`src/rtl/ball_centroid_collector_pkg.sv`:
```
// Shared constants and FSM state encoding for the ball centroid collector.
package ball_centroid_collector_pkg;
  localparam int MAX_BALLS = 7;
  localparam int ID_W      = 3;
  localparam int X_W       = 11;
  localparam int Y_W       = 10;

  typedef enum logic [2:0] {
    IDLE  = 3'd0,
    LOAD  = 3'd1,
    DIV_X = 3'd2,
    DIV_Y = 3'd3,
    NEXT  = 3'd4,
    DONE  = 3'd5
  } centroid_state_t;
endpackage

```
`src/rtl/centroid_divider.sv`:
```
// Iterative restoring unsigned divider, one quotient bit per cycle.
module centroid_divider #(
  parameter int DIVIDEND_W = 32,
  parameter int DIVISOR_W  = 20
) (
  input  logic                  clk_in,
  input  logic                  rst_in,
  input  logic                  start_in,
  input  logic [DIVIDEND_W-1:0] dividend_in,
  input  logic [DIVISOR_W-1:0]  divisor_in,
  output logic [DIVIDEND_W-1:0] quotient_out,
  output logic                  valid_out,
  output logic                  busy_out
);
  localparam int CW = $clog2(DIVIDEND_W + 1);

  // Handshake: start_in is taken only while busy_out=0 (ignored otherwise);
  // valid_out pulses for one cycle DIVIDEND_W+1 cycles after the accepted
  // start, and quotient_out holds the result until the next start.
  logic [DIVIDEND_W-1:0] quo;
  logic [DIVISOR_W-1:0]  rem;
  logic [DIVISOR_W-1:0]  dsr;
  logic [CW-1:0]         steps;
  logic [DIVISOR_W:0]    shifted;
  logic                  ge;
  logic [DIVISOR_W-1:0]  rem_next;

  always_comb begin
    shifted  = {rem, quo[DIVIDEND_W-1]};
    ge       = (shifted >= {1'b0, dsr});
    rem_next = ge ? (shifted[DIVISOR_W-1:0] - dsr) : shifted[DIVISOR_W-1:0];
  end

  always_ff @(posedge clk_in or posedge rst_in) begin
    if (rst_in) begin
      quo       <= '0;
      rem       <= '0;
      dsr       <= '0;
      steps     <= '0;
      valid_out <= 1'b0;
      busy_out  <= 1'b0;
    end else begin
      valid_out <= 1'b0;
      if (!busy_out) begin
        if (start_in) begin
          quo      <= dividend_in;
          rem      <= '0;
          dsr      <= divisor_in;
          steps    <= CW'(DIVIDEND_W);
          busy_out <= 1'b1;
        end
      end else begin
        // Dividend bits shift out of quo's top while quotient bits enter at the bottom.
        rem   <= rem_next;
        quo   <= {quo[DIVIDEND_W-2:0], ge};
        steps <= steps - 1'b1;
        if (steps == CW'(1)) begin
          busy_out  <= 1'b0;
          valid_out <= 1'b1;
        end
      end
    end
  end

  assign quotient_out = quo;
endmodule

```
`src/rtl/ball_centroid_collector.sv`:
```
// Per-frame ball pixel accumulation with double-buffered centroid division.
module ball_centroid_collector
  import ball_centroid_collector_pkg::*;
#(
  parameter int MIN_PIXELS = 4,
  parameter int SUM_W      = 32,
  parameter int CNT_W      = 20
) (
  input  logic            clk_in,
  input  logic            rst_in,
  input  logic            pixel_valid_in,
  input  logic [ID_W-1:0] ball_id_in,
  input  logic [X_W-1:0]  hcount_in,
  input  logic [Y_W-1:0]  vcount_in,
  input  logic            frame_done_in,
  input  logic [ID_W-1:0] num_balls,
  output logic [X_W-1:0]  real_balls_x [MAX_BALLS-1:0],
  output logic [Y_W-1:0]  real_balls_y [MAX_BALLS-1:0],
  output logic [MAX_BALLS-1:0] ball_found,
  output logic            data_valid_out,
  output logic            busy_out,
  output logic            overrun_out,
  output logic [2:0]      state_dbg
);
  logic [SUM_W-1:0] xsum [MAX_BALLS-1:0];
  logic [SUM_W-1:0] ysum [MAX_BALLS-1:0];
  logic [CNT_W-1:0] cnt  [MAX_BALLS-1:0];
  logic [SUM_W-1:0] xsum_add [MAX_BALLS-1:0];
  logic [SUM_W-1:0] ysum_add [MAX_BALLS-1:0];
  logic [CNT_W-1:0] cnt_add  [MAX_BALLS-1:0];
  logic [SUM_W-1:0] snap_xsum [MAX_BALLS-1:0];
  logic [SUM_W-1:0] snap_ysum [MAX_BALLS-1:0];
  logic [CNT_W-1:0] snap_cnt  [MAX_BALLS-1:0];
  logic [ID_W-1:0]  snap_nb;

  logic [X_W-1:0]       shadow_x [MAX_BALLS-1:0];
  logic [Y_W-1:0]       shadow_y [MAX_BALLS-1:0];
  logic [MAX_BALLS-1:0] shadow_found;

  centroid_state_t state, state_next;
  logic [ID_W-1:0] k;
  logic            slot_active;
  logic            div_start, div_sel_y, div_valid, div_busy;
  logic [SUM_W-1:0] div_dividend, div_quotient;
  logic [CNT_W-1:0] div_divisor;
  logic             div_unused;

  function automatic logic [SUM_W-1:0] sat_sum(input logic [SUM_W-1:0] a,
                                               input logic [SUM_W-1:0] b);
    logic [SUM_W:0] s;
    s = {1'b0, a} + {1'b0, b};
    return s[SUM_W] ? '1 : s[SUM_W-1:0];
  endfunction

  // Ids >= MAX_BALLS match no slot, so they fall through untouched.
  always_comb begin
    for (int i = 0; i < MAX_BALLS; i++) begin
      xsum_add[i] = xsum[i];
      ysum_add[i] = ysum[i];
      cnt_add[i]  = cnt[i];
      if (pixel_valid_in && ball_id_in == ID_W'(i)) begin
        xsum_add[i] = sat_sum(xsum[i], SUM_W'(hcount_in));
        ysum_add[i] = sat_sum(ysum[i], SUM_W'(vcount_in));
        cnt_add[i]  = (cnt[i] == '1) ? cnt[i] : cnt[i] + 1'b1;
      end
    end
  end

  // A pixel in the frame_done cycle is folded into the snapshot, not the new frame.
  always_ff @(posedge clk_in or posedge rst_in) begin
    if (rst_in) begin
      for (int i = 0; i < MAX_BALLS; i++) begin
        xsum[i]      <= '0;
        ysum[i]      <= '0;
        cnt[i]       <= '0;
        snap_xsum[i] <= '0;
        snap_ysum[i] <= '0;
        snap_cnt[i]  <= '0;
      end
      snap_nb     <= '0;
      overrun_out <= 1'b0;
    end else begin
      overrun_out <= frame_done_in && (state != IDLE);
      for (int i = 0; i < MAX_BALLS; i++) begin
        if (frame_done_in) begin
          xsum[i] <= '0;
          ysum[i] <= '0;
          cnt[i]  <= '0;
        end else begin
          xsum[i] <= xsum_add[i];
          ysum[i] <= ysum_add[i];
          cnt[i]  <= cnt_add[i];
        end
        if (frame_done_in && state == IDLE) begin
          snap_xsum[i] <= xsum_add[i];
          snap_ysum[i] <= ysum_add[i];
          snap_cnt[i]  <= cnt_add[i];
        end
      end
      if (frame_done_in && state == IDLE) snap_nb <= num_balls;
    end
  end

  assign slot_active  = (k < snap_nb) && (snap_cnt[k] >= CNT_W'(MIN_PIXELS));
  assign div_dividend = div_sel_y ? snap_ysum[k] : snap_xsum[k];
  assign div_divisor  = snap_cnt[k];

  always_ff @(posedge clk_in or posedge rst_in) begin
    if (rst_in) state <= IDLE;
    else        state <= state_next;
  end

  always_comb begin
    state_next = state;
    div_start  = 1'b0;
    div_sel_y  = 1'b0;
    case (state)
      IDLE:  if (frame_done_in) state_next = LOAD;
      LOAD: begin
        if (slot_active) begin
          div_start  = 1'b1;
          state_next = DIV_X;
        end else begin
          state_next = NEXT;
        end
      end
      DIV_X: begin
        if (div_valid) begin
          div_start  = 1'b1;
          div_sel_y  = 1'b1;
          state_next = DIV_Y;
        end
      end
      DIV_Y: if (div_valid) state_next = NEXT;
      NEXT:  state_next = (k == ID_W'(MAX_BALLS - 1)) ? DONE : LOAD;
      DONE:  state_next = IDLE;
      default: state_next = IDLE;
    endcase
  end

  // Results collect in the shadow bank; the visible outputs move only on entry to DONE.
  always_ff @(posedge clk_in or posedge rst_in) begin
    if (rst_in) begin
      k              <= '0;
      shadow_found   <= '0;
      ball_found     <= '0;
      data_valid_out <= 1'b0;
      for (int i = 0; i < MAX_BALLS; i++) begin
        shadow_x[i]     <= '0;
        shadow_y[i]     <= '0;
        real_balls_x[i] <= '0;
        real_balls_y[i] <= '0;
      end
    end else begin
      data_valid_out <= (state_next == DONE);
      if (state == IDLE) k <= '0;
      else if (state == NEXT && k != ID_W'(MAX_BALLS - 1)) k <= k + 1'b1;
      if (state == LOAD) shadow_found[k] <= slot_active;
      if (state == DIV_X && div_valid) shadow_x[k] <= div_quotient[X_W-1:0];
      if (state == DIV_Y && div_valid) shadow_y[k] <= div_quotient[Y_W-1:0];
      if (state_next == DONE) begin
        ball_found <= shadow_found;
        for (int i = 0; i < MAX_BALLS; i++) begin
          real_balls_x[i] <= shadow_x[i];
          real_balls_y[i] <= shadow_y[i];
        end
      end
    end
  end

  centroid_divider #(
    .DIVIDEND_W(SUM_W),
    .DIVISOR_W (CNT_W)
  ) u_divider (
    .clk_in      (clk_in),
    .rst_in      (rst_in),
    .start_in    (div_start),
    .dividend_in (div_dividend),
    .divisor_in  (div_divisor),
    .quotient_out(div_quotient),
    .valid_out   (div_valid),
    .busy_out    (div_busy)
  );

  assign div_unused = ^{div_quotient[SUM_W-1:X_W], div_busy};
  assign busy_out   = (state != IDLE);
  assign state_dbg  = state;
endmodule

```
`config.mk`:
```
export PLATFORM = sky130hd
export DESIGN_NAME = ball_centroid_collector
export DESIGN_NICKNAME = d
export VERILOG_FILES = /design/src/rtl/ball_centroid_collector_pkg.sv /design/src/rtl/centroid_divider.sv /design/src/rtl/ball_centroid_collector.sv
export SDC_FILE = /design/constraint.sdc
export NUM_CORES = 2
export LEC_CHECK = 0
export ABC_AREA = 1
export CAP_MARGIN = 20
export CORE_MARGIN = 2
export CORE_UTILIZATION = 55
export DETAILED_ROUTE_END_ITERATION = 10
export PLACE_DENSITY = 0.79
export SKIP_LAST_GASP = 1
export SLEW_MARGIN = 20
export SYNTH_ARGS = -nofsm -noshare
export SYNTH_HDL_FRONTEND = slang
export SYNTH_SLANG_ARGS = --single-unit
```
`constraint.sdc`:
```
create_clock -name clk_in -period 68.4 [get_ports clk_in]
set_clock_uncertainty 0.2 [all_clocks]
set_input_delay 13.68 -clock clk_in [delete_from_list [all_inputs] [get_ports clk_in]]
set_output_delay 13.68 -clock clk_in [all_outputs]
set_load 0.05 [all_outputs]
```
==> impl_metrics.py <==
metrics = {
    "yosys": {
        "synthArstFlopShare": 1.00,
        "ys_seq_area_frac": 0.477,
        "synth.area.top_cells": "sky130_fd_sc_hd__dfrtp_1 48%, sky130_fd_sc_hd__nand2_1 16%, sky130_fd_sc_hd__o21ai_0 5.8%, sky130_fd_sc_hd__nor2_1 4.2%, sky130_fd_sc_hd__nand3_1 3.8%",
        "yosys.cell_types.count": 62,
        "yosys_warnings": 0,
        "synthesis.instances": 10800,
        "netlist.top_cell.by_area": "sky130_fd_sc_hd__dfrtp_1",
        "synth_top_flop_cell": "sky130_fd_sc_hd__dfrtp_1",
        "mappedNetlistArea_um2": 82600,
        "syn_nets": 11000,
        "avgSynthCellArea_um2": 7.68,
        "synth_top_area_share": 0.477,
        "number_of_enable_flip_flop_cells_after_synthesis": 0,
        "postSynthRegisterBits": 1575,
    },
    "timing": {
        "worst_slew_pin_slew_ps": 1180,
        "timing.final.ws_setup_ps": 50170,
        "rsz0062_at_grt": "false",
        "maxClockFrequency_mhz": 54.9,
        "fraction_of_the_cycle_the_final_worst_path_needs": 0.266,
        "fin_hold_ws_ps": 268,
        "report.final.setup_viol": 0,
        "setup_tns_ps": 0,
        "final-hold-violation-count": 0,
        "max_slew_margin": 0.215,
        "drv_slew": 0,
        "min_period_ps": 18230,
    },
    "die": {
        "die_height_um": 392,
        "effective_utilization_at_floorplan": 0.553,
        "io-pin-count": 191,
        "core_region_area_um2": 149000,
        "fp.dieArea_um2": 153000,
        "die_width_um": 392,
        "floorplan.rows": 142,
    },
    "worst_setup_path": {
        "critPathKind": "input pin to async pin",
        "timing.critical_path.slowest_stage_cell": "sky130_fd_sc_hd__buf_4",
        "critPathRequiredTime_ps": 69020,
        "critical-path-top-delay-family": "buffers and inverters",
        "timing.critical_path.arrival_ps": 18850,
        "critical-path-max-stage-delay_ps": 810,
        "cp_common_cell": "sky130_fd_sc_hd__buf_4",
        "crit_path_end_kind": "async pin",
        "buffers_plus_inverters_on_the_worst_setup_path": 7,
        "timing.critical_path.from_type": "input pin",
        "crit_path_max_fanout": 98,
        "cell_chain_critical_path": "clkdlybuf4s50_1 -> inv_8 -> buf_4 -> buf_4 -> buf_4 -> buf_4 -> buf_4",
    },
    "power_and_ir_drop": {
        "power_density_nw_per_um2": 28.3,
        "power.total_mw": 2.61,
        "vdd_ir_drop_max_v": 0.0000242,
        "p_leak_nw": 43.8,
    },
    "finish": {
        "layout_cells_sized_above_1": 0.0454,
        "layout.cell_area.non_filler_um2": 92000,
        "stdcell_count": 12900,
        "finish.net_count": 11000,
        "commonest_cells_after_routing_fill_and_taps_aside": "3544 x sky130_fd_sc_hd__nand2_1, 1574 x sky130_fd_sc_hd__dfrtp_1, 956 x sky130_fd_sc_hd__o21ai_0",
        "utilization": 0.616,
        "final_common_cell": "sky130_fd_sc_hd__nand2_1",
        "area.growth.synth_to_final_pct": 11.5,
    },
    "route": {
        "drt-wirelength-per-cell_um": 20.5,
        "drt-pass1-iter-count": 7,
        "route.vias.total": 76100,
        "postRouteWirelength_um": 264000,
        "vias_per_cell": 5.91,
        "drt_drc_violations_left": 0,
        "drt-initial-drc-count": 8455,
        "antenna_violating_nets_post_route": 0,
    },
    "clocking": {
        "clock-root-buffer": "sky130_fd_sc_hd__clkbuf_16",
        "tritoncts": "done",
        "cts.sink_count": 1575,
        "clkSlewWorstSetupHoldPaths_ps": 60,
        "post_cts_setup_buffers": 0,
        "cts-hold-fix-buffers": 0,
        "cts_repair_resize_count": 0,
        "clock_path_buffers": 3,
        "cts_inserted_buffers": 168,
        "worst_skew_pair.late_latency_ps": 850,
        "ctsHtreeMaxLevel": 4,
    },
    "global_route": {
        "aggregate_global_routing_overflow": 0,
        "number_of_global_route_vias_before_repair": 72200,
        "grt_antenna_before_repair": 11,
        "first_pass_grt_wire_length_um": 411000,
        "grt_use_total": 0.343,
        "grt_start_max_net_pins": 239,
    },
    "place": {
        "post-place-cells": 12600,
        "numPortBuffers": 190,
        "gp_routability_congestion": 0.993,
        "hpwl_um": 184000,
        "pre_cts_slack_ps": 49140,
        "dpl-instance-area_um2": 85900,
    },
    "min_path": {
        "holdCritPathClass": "register to register",
    },
    "status": {
        "status": "complete, no violations",
    },
    "flow_run": {
        "max_cap_viol_count": 0,
    },
}
==> layer usage <==
layer	wire, um	up-vias	global-route usage
met1	107000	36700	0.459
met3	24300	715	0.0708
met4	14900	8	0.176
li1	-	35200	-
met5	47	-	0
met2	117000	3527	0.529
==> sequential cells by signal (all words and copies together), names as in the netlist, 3 cells and up <==
register	count
cnt	140
snap_cnt	140
u_divider.rem	20
ysum	224
u_divider.dsr	20
u_divider.quotient_out	32
shadow_found	7
state_dbg	3
real_balls_y	70
shadow_x	77
real_balls_x	77
ball_found	7
snap_ysum	224
k	3
u_divider.steps	6
snap_xsum	224
shadow_y	70
snap_nb	3
xsum	224
==> area by class of cell <==
class | instances | area, um2
Clock buffer | 236 | 4820
Inverter | 844 | 3190
Tap cell | 2016 | 2520
Timing Repair Buffer | 276 | 2660
Clock inverter | 69 | 1310
Antenna cell | 1 | 2.50
Multi-Input combinational cell | 7860 | 38100
Sequential cell | 1575 | 39400
Fill cell | 12900 | 57400
==> cells in the mapped netlist (4+ instances only) <==
library cell                number
sky130_fd_sc_hd__a211oi_1        5
sky130_fd_sc_hd__a21boi_0       12
sky130_fd_sc_hd__a21o_1         17
sky130_fd_sc_hd__a21oi_1       272
sky130_fd_sc_hd__a221oi_1       49
sky130_fd_sc_hd__a22o_1         15
sky130_fd_sc_hd__a22oi_1        19
sky130_fd_sc_hd__a31oi_1        33
sky130_fd_sc_hd__and2_1          8
sky130_fd_sc_hd__and3_1          5
sky130_fd_sc_hd__buf_1          45
sky130_fd_sc_hd__buf_2          79
sky130_fd_sc_hd__buf_4           7
sky130_fd_sc_hd__buf_6           7
sky130_fd_sc_hd__clkbuf_1      333
sky130_fd_sc_hd__dfrtp_1      1575
sky130_fd_sc_hd__fa_1           15
sky130_fd_sc_hd__ha_1          180
sky130_fd_sc_hd__inv_1         826
sky130_fd_sc_hd__inv_2          15
sky130_fd_sc_hd__nand2_1      3544
sky130_fd_sc_hd__nand3_1       624
sky130_fd_sc_hd__nand3b_1       44
sky130_fd_sc_hd__nand4_1       328
sky130_fd_sc_hd__nor2_1        920
sky130_fd_sc_hd__nor2_2         10
sky130_fd_sc_hd__nor3_1        128
sky130_fd_sc_hd__nor3_2          4
sky130_fd_sc_hd__nor3b_1         4
sky130_fd_sc_hd__nor4_1         56
sky130_fd_sc_hd__nor4_2          4
sky130_fd_sc_hd__o2111ai_1       5
sky130_fd_sc_hd__o211ai_1       26
sky130_fd_sc_hd__o21a_1         13
sky130_fd_sc_hd__o21ai_0       956
sky130_fd_sc_hd__o21ai_1        31
sky130_fd_sc_hd__o21bai_1       18
sky130_fd_sc_hd__o221ai_1        4
sky130_fd_sc_hd__o22ai_1       121
sky130_fd_sc_hd__or2_2          65
sky130_fd_sc_hd__xnor2_1       114
sky130_fd_sc_hd__xor2_1        173
==> power by group <==
part           switching (mW)  total, mW  internal, mW
registers              0.0692       1.10          1.03
logic                   0.374      0.512         0.138
clock network           0.408      0.998         0.590
==> cell families after synthesis <==
| group | after synthesis | synth area share |
|---|---|---|
| compound gates | 1608 | 0.107 |
| xor+xnor | 287 | 0.0304 |
| flops | 1575 | 0.477 |
| simple gates | 5767 | 0.292 |
| buf+inv | 1315 | 0.0619 |
| mux | 3 | 0.000364 |
| fa+ha+maj | 195 | 0.0309 |
==> final timing paths <==
| kind | slack, ps | end | start | cells after the start |
|---|---|---|---|---|
| worst max-delay path | 50170 | cnt[101] | rst_in | 7 |
| worst min-delay path | 270 | real_balls_y[4] | shadow_y[4] | 2 |
| worst max register to register | 62470 | u_divider.dsr[15] | k[0] | 16 |
| worst min register to register | 270 | real_balls_y[4] | shadow_y[4] | 2 |
| max in group clk_in | 50480 | snap_xsum[86] | hcount_in[1] | 13 |
| min in group asynchronous | 13180 | xsum[39] | rst_in | 2 |
==> worst register-to-register path, delay by kind of cell, from the launching register on <==
family                 cells  cell delay (ps)
and+or+nand+nor           13             3250
buffers and inverters      3             1820
DFF                        1              550
Power figures use the tool's default switching activity.
